## config.mk

```make
export PLATFORM = sky130hd
export DESIGN_NAME = prog_clock_divider
export DESIGN_NICKNAME = d
export VERILOG_FILES = /design/src/rtl/prog_clock_divider.sv
export SDC_FILE = /design/constraint.sdc
export NUM_CORES = 1
export LEC_CHECK = 0
export CAP_MARGIN = 15
export CORE_MARGIN = 4
export CORE_UTILIZATION = 30
export DETAILED_ROUTE_END_ITERATION = 6
export PLACE_DENSITY_LB_ADDON = 0.2
export SYNTH_ARGS = -nofsm -noshare
export SYNTH_HDL_FRONTEND = slang
export SYNTH_SLANG_ARGS = --single-unit
```

## constraint.sdc

```tcl
create_clock -name clk -period 3.97 [get_ports clk]
set_clock_uncertainty 0.15 [all_clocks]
set_input_delay 1.191 -clock clk [delete_from_list [all_inputs] [get_ports clk]]
set_output_delay 1.191 -clock clk [all_outputs]
set_load 0.03 [all_outputs]
```

## src/rtl/prog_clock_divider.sv

```systemverilog
// Programmable clock divider: r_clk with a divide ratio latched once per period, plus a wrap tick and a clamp flag.
// Optional build macro ODD_DUTY50_EN adds a falling-edge flop that makes odd ratios exactly 50% duty.
module prog_clock_divider #(
    parameter int CNT_W       = 8,
    parameter int DEFAULT_DIV = 10
) (
    input  logic             clk,
    input  logic             rst,
    input  logic             en,
    input  logic [CNT_W-1:0] div_ratio,
    output logic             r_clk,
    output logic             tick,
    output logic             ratio_err
);

    localparam logic [CNT_W-1:0] DIV_RST = CNT_W'(DEFAULT_DIV);
    localparam logic [CNT_W-1:0] CNT_RST = CNT_W'(DEFAULT_DIV - 1);
    localparam logic [CNT_W-1:0] MIN_DIV = CNT_W'(2);
    localparam logic [CNT_W-1:0] ONE     = CNT_W'(1);
    localparam logic [CNT_W-1:0] ZERO    = CNT_W'(0);

    // Ratios below two cannot produce a clock; they are forced to the fastest legal ratio.
    function automatic logic [CNT_W-1:0] clamp_ratio(input logic [CNT_W-1:0] ratio);
        logic [CNT_W-1:0] res;
        if (ratio < MIN_DIV) begin
            res = MIN_DIV;
        end else begin
            res = ratio;
        end
        return res;
    endfunction

    logic [CNT_W-1:0] counter;
    logic [CNT_W-1:0] counter_d;
    logic [CNT_W-1:0] n_act;
    logic [CNT_W-1:0] n_act_d;
    logic             r_clk_q;
    logic             r_clk_d;
    logic             tick_q;
    logic             tick_d;
    logic             ratio_err_q;
    logic             ratio_err_d;
    logic             wrap_s;

    // Next-state: count, wrap and resample the ratio only at the period boundary.
    always_comb begin
        counter_d   = counter;
        n_act_d     = n_act;
        r_clk_d     = r_clk_q;
        tick_d      = 1'b0;
        ratio_err_d = ratio_err_q;
        // >= rather than == so a corrupted counter still recovers at the next edge
        wrap_s      = (counter >= (n_act - ONE));
        if (en) begin
            if (wrap_s) begin
                counter_d   = ZERO;
                n_act_d     = clamp_ratio(div_ratio);
                ratio_err_d = (div_ratio < MIN_DIV);
                tick_d      = 1'b1;
            end else begin
                counter_d   = counter + ONE;
            end
            r_clk_d = (counter_d < (n_act_d >> 1));
        end else begin
            counter_d   = counter;
            n_act_d     = n_act;
            r_clk_d     = r_clk_q;
            ratio_err_d = ratio_err_q;
        end
    end

    // State registers; reset parks the counter one step before the wrap.
    always_ff @(posedge clk or negedge rst) begin
        if (!rst) begin
            counter     <= CNT_RST;
            n_act       <= DIV_RST;
            r_clk_q     <= 1'b0;
            tick_q      <= 1'b0;
            ratio_err_q <= 1'b0;
        end else begin
            counter     <= counter_d;
            n_act       <= n_act_d;
            r_clk_q     <= r_clk_d;
            tick_q      <= tick_d;
            ratio_err_q <= ratio_err_d;
        end
    end

`ifdef ODD_DUTY50_EN
    logic r_clk_neg_q;
    logic r_clk_neg_d;

    // Half-cycle copy of the high phase; frozen together with the rest while disabled.
    always_comb begin
        if (en) begin
            r_clk_neg_d = r_clk_q;
        end else begin
            r_clk_neg_d = r_clk_neg_q;
        end
    end

    // Falling-edge register stretching odd-ratio high phases by half a clk period.
    always_ff @(negedge clk or negedge rst) begin
        if (!rst) begin
            r_clk_neg_q <= 1'b0;
        end else begin
            r_clk_neg_q <= r_clk_neg_d;
        end
    end

    assign r_clk = n_act[0] ? (r_clk_q | r_clk_neg_q) : r_clk_q;
`else
    assign r_clk = r_clk_q;
`endif

    assign tick      = tick_q;
    assign ratio_err = ratio_err_q;

endmodule

```

* After elaboration in Yosys (flattened, before gate mapping) *
Cells that the tools add are included.

word-level totals
  input bits = 11
  RAM bits = 0
  latch bits = 0
  word-level logic and storage cells = 21
  memories kept = 0
  ROM bits = 0
  output and inout bits = 3
  register bits = 19

cells by class
  magnitude comparators = 3
  divide/modulo/power cells = 0
  shifts and indexed selects = 0
  reduce and logical (&&, ||, !) cells = 2
  bitwise logic cells = 0
  equal/unequal tests = 1
  add/subtract/negate cells = 2
  multipliers = 0
  muxes and demuxes = 7

operators with widths
  cell                                                count
  two-way mux 8 bit                                   5
  adder 8 x 1 -> 8 bit, second input constant         1
  >= comparator 8 bit                                 1
  < comparator 8 x 2 -> 1 bit, second input constant  1
  < comparator 8 x 7 -> 1 bit                         1
  subtractor 8 x 1 -> 8 bit, second input constant    1
  AND reduction 2 bit                                 2
  two-way mux 1 bit                                   2
  != test 2 x 1 -> 1 bit, second input constant       1

* Depth between registers and ports, before layout *
  depth in word-level cells = 5
  depth in mapped cells = 16
  mapped depth without buffers = 15

* Worst setup path before layout *
OpenSTA, ideal clock, no wires.

  path kind = register to register
  from = register n_act[2]
  to = register r_clk_q (netlist: r_clk)
  stages on the path, launching flop included = 14
  slack = 0.554 ns
  setup time = 0.124 ns
  data arrival time = 3.142 ns
  data required time = 3.696 ns
  period minus slack after synthesis = 3.416 ns
  path buffers = 1
  cell sequence = dfrtp_1 > nor4_1 > nand2_1 > xor2_1 > ha_1 > and3_1 > a221oi_2 > nand2_1 > buf_2 > mux2i_1 > ha_1 > nand3_1 > a311o_1 > a211o_1

between the ends
  longest elaborated chain between the ends = 5
  elaborated cells between the ends (all ways) = 7
  those cells by class = 1 x add/sub; 2 x order compare; 4 x mux

RTL lines
  item                           RTL line  text
  start, declared                35        logic [CNT_W-1:0] n_act;
  start signal, assigned         82        n_act <= n_act_d;
  subtractor 8 x 1 -> 8 bit      53        wrap_s = (counter >= (n_act - ONE));
  >= comparator 8 bit            53
  two-way mux 8 bit              55        if (wrap_s) begin
  two-way mux 8 bit              54        if (en) begin
  < comparator 8 x 7 -> 1 bit *  63        r_clk_d = (counter_d < (n_act_d >> 1));
  end signal, assigned           83        r_clk_q <= r_clk_d;
  end, declared                  37        logic r_clk_q;

Every way passes the cells marked *; elsewhere a longest branch is shown, timed or not. The select of a mux whose other input is x is not followed.
A chain may end at the register's enable or synchronous reset.

* Worst setup path after layout *
Same ends and word-level chain as after synthesis.

==> reports/metrics.cfg <==
[power_and_ir_drop]
irDropWorstVdd_mv=0.396
power_leakage_nw=0.739
p_per_area_mw_per_mm2=841

[floorplan]
fp.coreArea_mm2=0.00444
die-height_um=76.2
pin_count=14
floorplan.initialDensity=0.314
die_area_mm2=0.00581
die_width_um=76.2
floorplan.rows=24

[status]
status=finished clean

[sta]
finalCriticalPeriod_ns=3.66
slew_of_the_pin_with_the_lowest_slew_margin_ns=0.920
fin_tns_setup_ns=0
hold_violations_final=0
grt_setup_unrepaired=no
clock.fmax_mhz=274
slew_viol_final=0
setup_violations=0
part_of_the_cycle_the_worst_path_needs=0.921
fin_worst_hold_slack_ns=0.366
worst_case_headroom_to_the_max_slew_limit=0.385

[critical_path]
crit_path_max_fanout=10
r2r_start=n_act[2]
setup.worst_path.end_class=flop
regToRegSetupSlack_ns=0.31
r2r.worst_path.cells=13
worst_r2r_endpoint=r_clk
critical_path_type=reg -> reg
worst_ep_arrival_ns=3.65
startpoint_kind_of_the_worst_setup_timing_path=flop
crit_required_ns=3.97

[clock_tree]
clk_latency_ns=0.25
cts-resized-gates=0
cts-htree-levels=1
worst_setup_hold_path_clk_slew_ns=0.07
cts.hold.buffers_added=0
cts_setup_buffers=0
clockRootBuffer=clkbuf_8
cts_tree=built
clock_sinks=19
cts_buffers=3
clock_tree.buffer_depth=2

[flow_run]
max-cap-violations=0

[synth]
yosys_warnings=0
avgSynthCellArea_um2=10.3
synth-seq-area-share=0.344
post_synth_top_area_share=0.269
synth_fa_ha_area_frac=0.143
synthFlopType=dfrtp_1
fraction_of_the_mapped_netlist_area_in_compound_gates=0.113
largest_family_of_logic_cells_by_synthesized_area=simple AND/OR/NAND/NOR gates
synth_async_sr_flop_share=1.00
post_synthesis_instance_area_mm2=0.00140
synth-edff-count=0
post_synth_inst_count=136
synth_xor_area_frac=0.0753
area_share_of_and_or_nand_nor_cells_after_synthesis=0.151
synth.mux.area_fraction=0.148
synth_largest_area_cell=dfrtp_1
flip_flop_and_latch_count_after_synthesis=19
syn-num-nets=163
ys_top_cells_by_area=dfrtp_1 27%, ha_1 14%, mux2_2 10%
synth_cell_type_count=33

[layout]
fillCellCount=458
layoutNonFillerInstCount=205
final-seq-area_um2=480
layout.nets=181
multi_input_comb_area_um2=886
final_common_cell=ha_1
post_route_cells_drive_above_1_share=0.183
antenna_diodes=0
layout_common_cells=16 x ha_1, 15 x dfrtp_1, 13 x mux2_2, 13 x clkdlybuf4s50_1, 11 x nor2_1
area_growth_pct=18.3

[drt]
dr_total_vias=1054
route.detailed.vias_per_inst=5.14
detail_route.wirelength_um=3150
ant_nets=0
drt-initial-drc-count=29
post_drt_wl_per_cell_um=15.4
drt-pass1-iter-count=4
drc=0

[hold_path]
holdCritStartpoint=ratio_err
timing.hold.worst_path_depth=1
whs_endpoint=ratio_err
worst_hold_path_type=reg -> reg

[placed_design]
place.gp.congestion=0.823
io_buffers=13
place.detailed.instances=201
half_perimeter_wire_length_of_the_detailed_placement_result_um=2600

[global_routing]
grt_antenna_before_repair=0
grt.total_usage=0.113
grt.overflow.total=0
grt_max_degree=20
number_of_global_route_vias_before_repair=1079
wire_length_of_the_first_global_routing_pass_um=5310

Yosys cell counts (2+ instances only):
master	n
inv_1	6
mux2_2	13
buf_2	2
a31oi_1	2
nand3_1	6
nor3_1	2
dfstp_2	4
and3_1	3
a21oi_1	5
xor2_1	5
mux2i_1	6
nor2b_1	3
nand4b_1	2
dfrtp_1	15
nand2_1	8
ha_1	16
o21ai_0	3
xnor2_1	7
nor2_1	11
a21o_1	4
kinds of logic after synthesis:
| group | count (synthesis) |
|---|---|
| AND/OR/NAND/NOR | 41 |
| buffers and inverters | 9 |
| AO/OA/AOI/OAI | 20 |
| multiplexers | 19 |
| XOR/XNOR | 12 |
| flip-flops | 19 |
| adder cells (fa/ha/maj) | 16 |
sequential cells by signal, indices dropped and copies added, names as in the netlist:
register / cells
ratio_err: 1
counter: 8
r_clk: 1
tick: 1
n_act: 8
worst max-delay path: stages (launching register included):
cell and delay [ns]:
dfrtp_1 0.44, nor4_1 0.37, nand2_1 0.11, xor2_1 0.16
ha_1 0.30, and3_1 0.24, a221oi_2 0.32, nand2_1 0.16
buf_4 0.21, mux2i_1 0.14, ha_1 0.32, nand3_1 0.08
a311o_1 0.29, a211o_1 0.26
worst max path at each step:
stage          startpoint    end  slack, ns  depth (start not counted)
3_5_place_dp     n_act[2]  r_clk       0.26                         13
2_1_floorplan    n_act[2]  r_clk       0.55                         13
4_1_cts          n_act[2]  r_clk       0.25                         13
3_3_place_gp     n_act[2]  r_clk       0.27                         13
5_1_grt          n_act[2]  r_clk       0.07                         15
6_report         n_act[2]  r_clk       0.31                         13
cell type report:
cell class | count | share of cell area
clock buffers | 4 | 0.0273
inverters | 6 | 0.0136
multi-input cells | 108 | 0.536
flip-flops and latches | 19 | 0.291
well taps | 52 | 0.0394
repair buffers | 16 | 0.0924
power breakdown:
group,total [mW],leakage [nW],internal (mW),switching (mW)
clock network,0.135,0.0228,0.0713,0.0633
registers,0.393,0.232,0.289,0.103
logic,0.863,0.484,0.421,0.442
per-stage QoR:
step / cell area, um^2 / setup WS, ns / util / power [mW]
6_report: 1650 / 0.315 / 0.372 / 1.39
5_1_grt: 1650 / 0.0722 / 0.372 / 1.52
4_1_cts: 1650 / 0.247 / 0.370 / 1.41
3_5_place_dp: 1600 / 0.257 / 0.360 / 1.26
3_3_place_gp: 1600 / 0.269 / 0.360 / 1.22
2_1_floorplan: 1400 / 0.554 / - / 1.02
per-layer routing:
layer	global-route usage	part of all wire	wire length (um)
met5	0	0	0
met4	0.0217	0.0057	18
met3	0.0284	0.035	110
met2	0.192	0.49	1540
met1	0.147	0.47	1490
(Power assumes the default switching activity.)
